$ cat src/rtl/mandelbrot_pkg.sv
// Shared fixed-point format and scheduler state encoding for the Mandelbrot pipeline.
// The engine imports this package too, so both sides agree on the coordinate format.
package mandelbrot_pkg;

  localparam int unsigned FpTop  = 8;
  localparam int unsigned FpBot  = 24;
  localparam int unsigned FpBits = FpTop + FpBot;

  typedef logic signed [FpBits-1:0] fp_t;

  typedef enum logic [2:0] {
    StIdle,
    StLaunch,
    StWait,
    StEmit,
    StDone
  } sched_state_e;

endpackage

$ cat src/rtl/mandelbrot_scheduler_if.sv
// Valid/ready pixel result stream from the scheduler toward the framebuffer writer.
interface mandelbrot_scheduler_if #(
  parameter int unsigned AddrW = 19
);
  logic             pix_valid;
  logic             pix_ready;
  logic [AddrW-1:0] pix_addr;
  logic [31:0]      pix_iter;

  modport master (output pix_valid, output pix_addr, output pix_iter, input pix_ready);
  modport slave  (input pix_valid, input pix_addr, input pix_iter, output pix_ready);
endinterface

$ cat src/rtl/raster_counter.sv
// Raster-order grid walker: column/row counters plus a linear pixel address counter,
// so the scheduler never needs a row*WIDTH multiplier.
module raster_counter #(
  parameter int unsigned WIDTH  = 640,
  parameter int unsigned HEIGHT = 480,
  parameter int unsigned AddrW  = 19
) (
  input  logic             clk,
  input  logic             reset,
  input  logic             clear,
  input  logic             advance,
  output logic             row_end,
  output logic             last,
  output logic [AddrW-1:0] addr
);
  localparam int unsigned ColW = (WIDTH > 1) ? $clog2(WIDTH) : 1;
  localparam int unsigned RowW = (HEIGHT > 1) ? $clog2(HEIGHT) : 1;

  logic [ColW-1:0]  col_q, col_d;
  logic [RowW-1:0]  row_q, row_d;
  logic [AddrW-1:0] addr_q, addr_d;

  assign row_end = (col_q == ColW'(WIDTH - 1));
  assign last    = row_end && (row_q == RowW'(HEIGHT - 1));
  assign addr    = addr_q;

  always_comb begin
    col_d  = col_q;
    row_d  = row_q;
    addr_d = addr_q;
    if (clear) begin
      col_d  = '0;
      row_d  = '0;
      addr_d = '0;
    end else if (advance && !last) begin
      // The final pixel stays put; the next start clears everything anyway.
      addr_d = addr_q + 1'b1;
      if (row_end) begin
        col_d = '0;
        row_d = row_q + 1'b1;
      end else begin
        col_d = col_q + 1'b1;
      end
    end
  end

  always_ff @(posedge clk or posedge reset) begin
    if (reset) begin
      col_q  <= '0;
      row_q  <= '0;
      addr_q <= '0;
    end else begin
      col_q  <= col_d;
      row_q  <= row_d;
      addr_q <= addr_d;
    end
  end

endmodule

$ cat src/rtl/mandelbrot_scheduler.sv
// Frame scheduler: walks the pixel grid, launches the engine once per pixel via its reset,
// and streams each iteration count out on a valid/ready interface.
module mandelbrot_scheduler
  import mandelbrot_pkg::*;
#(
  parameter int unsigned fp_top = FpTop,
  parameter int unsigned fp_bot = FpBot,
  parameter int unsigned WIDTH  = 640,
  parameter int unsigned HEIGHT = 480,
  localparam int unsigned FpW   = fp_top + fp_bot,
  localparam int unsigned AddrW = (WIDTH * HEIGHT > 1) ? $clog2(WIDTH * HEIGHT) : 1
) (
  input  logic                  clk,
  input  logic                  reset,
  input  logic                  start,
  input  logic signed [FpW-1:0] x_start,
  input  logic signed [FpW-1:0] y_start,
  input  logic signed [FpW-1:0] step,
  input  logic [31:0]           iterations_max,
  output logic                  eng_reset,
  output logic signed [FpW-1:0] eng_x0,
  output logic signed [FpW-1:0] eng_y0,
  output logic [31:0]           eng_iterations_max,
  input  logic                  eng_finished,
  input  logic [31:0]           eng_iterations,
  mandelbrot_scheduler_if.master pix,
  output logic                  busy,
  output logic                  done
);
  sched_state_e state_q, state_d;

  logic signed [FpW-1:0] x0_q, x0_d, y0_q, y0_d, xs_q, xs_d, step_q, step_d;
  logic [31:0]           itmax_q, itmax_d, iter_q, iter_d;
  logic                  clear, advance, row_end, last;
  logic [AddrW-1:0]      addr;

  raster_counter #(
    .WIDTH (WIDTH),
    .HEIGHT(HEIGHT),
    .AddrW (AddrW)
  ) u_raster (
    .clk    (clk),
    .reset  (reset),
    .clear  (clear),
    .advance(advance),
    .row_end(row_end),
    .last   (last),
    .addr   (addr)
  );

  always_comb begin
    state_d = state_q;
    x0_d    = x0_q;
    y0_d    = y0_q;
    xs_d    = xs_q;
    step_d  = step_q;
    itmax_d = itmax_q;
    iter_d  = iter_q;
    clear   = 1'b0;
    advance = 1'b0;
    unique case (state_q)
      StIdle: begin
        if (start) begin
          xs_d    = x_start;
          step_d  = step;
          itmax_d = iterations_max;
          x0_d    = x_start;
          y0_d    = y_start;
          clear   = 1'b1;
          state_d = StLaunch;
        end
      end
      StLaunch: state_d = StWait;
      StWait: begin
        if (eng_finished) begin
          iter_d  = eng_iterations;
          state_d = StEmit;
        end
      end
      StEmit: begin
        if (pix.pix_ready) begin
          advance = 1'b1;
          if (last) begin
            state_d = StDone;
          end else begin
            state_d = StLaunch;
            // Imaginary axis runs downward, so a new row subtracts the step.
            if (row_end) begin
              x0_d = xs_q;
              y0_d = y0_q - step_q;
            end else begin
              x0_d = x0_q + step_q;
            end
          end
        end
      end
      StDone:  state_d = StIdle;
      default: state_d = StIdle;
    endcase
  end

  always_ff @(posedge clk or posedge reset) begin
    if (reset) begin
      state_q <= StIdle;
      x0_q    <= '0;
      y0_q    <= '0;
      xs_q    <= '0;
      step_q  <= '0;
      itmax_q <= '0;
      iter_q  <= '0;
    end else begin
      state_q <= state_d;
      x0_q    <= x0_d;
      y0_q    <= y0_d;
      xs_q    <= xs_d;
      step_q  <= step_d;
      itmax_q <= itmax_d;
      iter_q  <= iter_d;
    end
  end

  // Engine stays parked in reset everywhere except while it is computing.
  assign eng_reset          = (state_q != StWait);
  assign eng_x0             = x0_q;
  assign eng_y0             = y0_q;
  assign eng_iterations_max = itmax_q;
  assign pix.pix_valid      = (state_q == StEmit);
  assign pix.pix_addr       = addr;
  assign pix.pix_iter       = iter_q;
  assign busy               = (state_q != StIdle);
  assign done               = (state_q == StDone);

endmodule
$ cat src/flat_wrapper.sv
// flat-port wrapper written by rule: the top's interface ports become plain ports
module mandelbrot_scheduler_flat import mandelbrot_pkg::*;
#(
  parameter int unsigned fp_top = FpTop,
  parameter int unsigned fp_bot = FpBot,
  parameter int unsigned WIDTH  = 640,
  parameter int unsigned HEIGHT = 480,
  localparam int unsigned FpW   = fp_top + fp_bot,
  localparam int unsigned AddrW = (WIDTH * HEIGHT > 1) ? $clog2(WIDTH * HEIGHT) : 1
)
  (clk, reset, start, x_start, y_start, step, iterations_max, eng_reset, eng_x0, eng_y0, eng_iterations_max, eng_finished, eng_iterations, busy, done, pix_pix_valid, pix_pix_addr, pix_pix_iter, pix_pix_ready);
  mandelbrot_scheduler_if pix_i ();
  input  logic clk;
  input  logic reset;
  input  logic start;
  input  logic signed [FpW-1:0] x_start;
  input  logic signed [FpW-1:0] y_start;
  input  logic signed [FpW-1:0] step;
  input  logic [31:0] iterations_max;
  output logic eng_reset;
  output logic signed [FpW-1:0] eng_x0;
  output logic signed [FpW-1:0] eng_y0;
  output logic [31:0] eng_iterations_max;
  input  logic eng_finished;
  input  logic [31:0] eng_iterations;
  output logic busy;
  output logic done;
  output wire logic [$bits(pix_i.pix_valid)-1:0] pix_pix_valid;
  output wire logic [$bits(pix_i.pix_addr)-1:0] pix_pix_addr;
  output wire logic [$bits(pix_i.pix_iter)-1:0] pix_pix_iter;
  input wire logic [$bits(pix_i.pix_ready)-1:0] pix_pix_ready;
  assign pix_pix_valid = pix_i.pix_valid;
  assign pix_pix_addr = pix_i.pix_addr;
  assign pix_pix_iter = pix_i.pix_iter;
  assign pix_i.pix_ready = pix_pix_ready;
  mandelbrot_scheduler #(.fp_top(fp_top), .fp_bot(fp_bot), .WIDTH(WIDTH), .HEIGHT(HEIGHT)) u_core (.clk(clk), .reset(reset), .start(start), .x_start(x_start), .y_start(y_start), .step(step), .iterations_max(iterations_max), .eng_reset(eng_reset), .eng_x0(eng_x0), .eng_y0(eng_y0), .eng_iterations_max(eng_iterations_max), .eng_finished(eng_finished), .eng_iterations(eng_iterations), .pix(pix_i), .busy(busy), .done(done));
endmodule
$ cat config.mk
export PLATFORM = sky130hd
export DESIGN_NAME = mandelbrot_scheduler_flat
export DESIGN_NICKNAME = d
export VERILOG_FILES = /design/src/rtl/mandelbrot_pkg.sv /design/src/rtl/mandelbrot_scheduler_if.sv /design/src/rtl/raster_counter.sv /design/src/rtl/mandelbrot_scheduler.sv /design/src/flat_wrapper.sv
export SDC_FILE = /design/constraint.sdc
export NUM_CORES = 1
export LEC_CHECK = 0
export CAP_MARGIN = 20
export CORE_UTILIZATION = 51
export DETAILED_ROUTE_END_ITERATION = 8
export PLACE_DENSITY = 0.8
export SETUP_SLACK_MARGIN = 0.2
export SLEW_MARGIN = 20
export SYNTH_ARGS = -nofsm -noshare
export SYNTH_HDL_FRONTEND = slang
export SYNTH_HIERARCHICAL = 1
export SYNTH_SLANG_ARGS = --single-unit
$ cat constraint.sdc
create_clock -name clk -period 8.85 [get_ports clk]
set_input_delay 1.3275 -clock clk [delete_from_list [all_inputs] [get_ports clk]]
set_output_delay 1.3275 -clock clk [all_outputs]
set_load 0.05 [all_outputs]
==> out/summary.txt <==
Status -> finished, final reports clean
All-Layer GR Usage -> 29.1%
Die Ht -> 164 um
Final Hold Viols -> 0
Initial DRC Count -> 1061
# hold bufs at CTS -> 0
Fin nets -> 2049
Final min period -> 4600 ps
Yosys warns -> 6
Gpl congestion -> 0.929
First-pass GRT wire length -> 61900 um
Starting Density -> 52.5%
Slew headroom -> 41.8%
Setup_tns -> 0 ps
CP arrival -> 3270 ps
CTS buffer count -> 27
Asr flop ratio synth -> 100%
H-tree depth -> 1
IO buf count -> 315
Skew-Pair Late Insertion Delay -> 560 ps
DR vias/cell -> 5.72
Maxcap violations -> 0
Grt ovf -> 0
#FFs+latches synth -> 233
Least-Margin Pin Slew -> 871 ps
Number of nets with antenna violations after routing -> 0
P_leak -> 7.91 nW
Post-Syn Instances -> 1540
RSZ-0062 raised after global routing -> no
CTS clock-pin slew for the worst setup and hold paths -> 60 ps
Setup WS pre-CTS -> 3850 ps
Layout Cells excl Fill -> 2172
WHS Endpoint -> u_core/xs_q[11]
Min-delay src -> u_core/xs_q[11]
Die W -> 164 um
Post-CTS setup-driven buffer insertion count -> 0
Fin util -> 69.5%
Antenna violations before repair -> 6
Register area share after synthesis -> 43.6%
Startpoint type of the worst setup path -> register
First-pass detailed-route iteration total -> 5
DRC -> 0
Synth top area cells -> dfrtp_1 44%, nand2_1 9.3%, ha_1 6.1%, a21oi_1 4.6%, o21ai_0 4.4%
Post-synth EDFFs -> 0
TritonCTS Sinks -> 233
F_max -> 217 MHz
Top cell type's share of synthesized area -> 43.6%
Critical path class -> reg2out
Mapped Area -> 0.0134 sq mm
Layout cell share with drive strength beyond 1 -> 6.21%
Pwr dens -> 465 mW/mm^2
Layout area overhead -> 32.3%
Critical Path RT -> 7520 ps
Most used flip-flop cell after synthesis -> dfrtp_1
Routed vias -> 12.4k
Crit path max fanout -> 61
Syn_area_per_cell -> 8.69 sq um
Worst Skew -> 18.4 ps
Largest net degree at the start of global routing -> 117
Crit path capture type -> primary output
Post-synth top area cell -> dfrtp_1
Clock Root Buffer -> clkbuf_16
Final Max Slew Viols -> 0
Critical R2R Launch -> u_core/state_q[0]
Synth Net Count -> 1772
Deepest clock path buffer count -> 3
Io pins -> 316
Core Rows -> 58
Vias in the first global route -> 12.2k
Final Cycle Share -> 52.0%
Fillers -> 2046
Drt wl/cell -> 18.0 um
Fin worst setup slack -> 4250 ps
Routed wire length -> 39100 um
Hold Path Stages -> 2
CTS tree -> done
Reg2reg end -> u_core/eng_y0[31]
Post-synthesis cell type count -> 78
Final setup violating endpoints -> 0
R2r setup slk -> 4280 ps
Worst min-delay path category -> reg2reg
IR drop worst, VDD -> 0.312 mV
Commonest cells in the synthesized netlist -> 333 x nand2_1, 233 x dfrtp_1, 122 x a21oi_1
Core area -> 0.0255 sq mm
Cts repair resizes -> 0
Total Die Area -> 0.0269 sq mm
Inst Count DP -> 2117
Reg2Reg Depth -> 12
Most common cell in the synthesized netlist -> nand2_1
Post-DP HPWL -> 27900 um
worst max-delay path, stage by stage (launching register included):
cell,delay [ps]
dfrtp_1,490
nand2_1,80
or2_2,270
buf_4,320
inv_1,140
buf_4,480
clkdlybuf4s50_1,910
where the power goes:
group / switching [mW] / internal (mW) / total, mW / leakage [nW]
Sequential: 0.394 / 1.52 / 1.91 / 2.88
Clock: 0.459 / 0.734 / 1.19 / 0.479
Combinational: 3.19 / 1.94 / 5.13 / 4.56
Total: 4.04 / 4.19 / 8.23 / 7.91
state kept, by name, summed over array words and instances, names as in the netlist:
| signal | flops |
|---|---|
| u_core/eng_iterations_max | 32 |
| u_core/eng_x0 | 32 |
| u_core/eng_y0 | 32 |
| u_core/pix.pix_iter | 32 |
| u_core/step_q | 32 |
| u_core/xs_q | 32 |
| u_core/u_raster/addr | 19 |
| u_core/u_raster/col_q | 10 |
| u_core/u_raster/row_q | 9 |
| u_core/state_q | 3 |
logic make-up after synthesis:
kind of cell | after synthesis | share of synthesized area, %
adders and majority gates | 67 | 6.38
muxes | 42 | 3.44
AOI/OAI and AO/OA | 391 | 17.8
and+or+nand+nor | 607 | 20.2
xor gates and xnor gates | 68 | 4.45
DFF | 233 | 43.6
buffers and inverters | 132 | 4.13
final cells by class:
type | instances | area, sq um | area share (%)
timing repair buffer | 326 | 3250 | 18.4
antenna | 5 | 12.5 | 0.0707
tap | 330 | 413 | 2.33
multi-input combinational | 1175 | 7010 | 39.6
sequential | 233 | 5830 | 33.0
clock buffer | 41 | 828 | 4.68
clock inverter | 8 | 136 | 0.771
inverter | 54 | 213 | 1.20
how the worst max path moves through the flow:
stage	start	to	slack [ps]	cells past startpoint
after detailed placement	pix_pix_ready	u_core/eng_y0[31]	3850	9
after global routing	u_core/state_q[0]	u_core/eng_y0[31]	4000	12
final	u_core/state_q[0]	pix_pix_valid	4250	6
after floorplan	reset	u_core/eng_iterations_max[0]	2210	1
after global placement	pix_pix_ready	u_core/eng_y0[31]	3920	9
after CTS	u_core/state_q[0]	pix_pix_valid	4220	6
per-stage QoR:
step | hold slack, ps | power, mW | cell area, sq um
floorplan | 437 | 5.56 | 13400
global placement | 449 | 6.85 | 16700
finish | 472 | 8.23 | 17700
CTS | 478 | 8.20 | 17700
detailed placement | 459 | 6.96 | 16700
global route | 490 | 8.78 | 17700
per-layer routing:
layer	wire, um	GRT usage, %	share of wire [%]
met5	45	0	0.11
met4	1240	10.6	3.2
met3	3310	7.02	8.5
met2	18200	47.3	47
met1	16300	37.7	42
placed cells by master, fill, tap and decap left out, types with 28 or more instances in the layout:
cell | synthesis | final
clkdlybuf4s50_1 | 0 | 315
dfrtp_1 | 233 | 233
o21ai_0 | 118 | 118
inv_1 | 54 | 52
mux2_2 | 32 | 32
nand2_1 | 333 | 332
ha_1 | 65 | 65
a31oi_1 | 28 | 28
xnor2_1 | 41 | 41
nand3_1 | 34 | 34
a21oi_1 | 122 | 122
nor2_1 | 111 | 109
No activity file was read; power rests on OpenSTA's default activity.
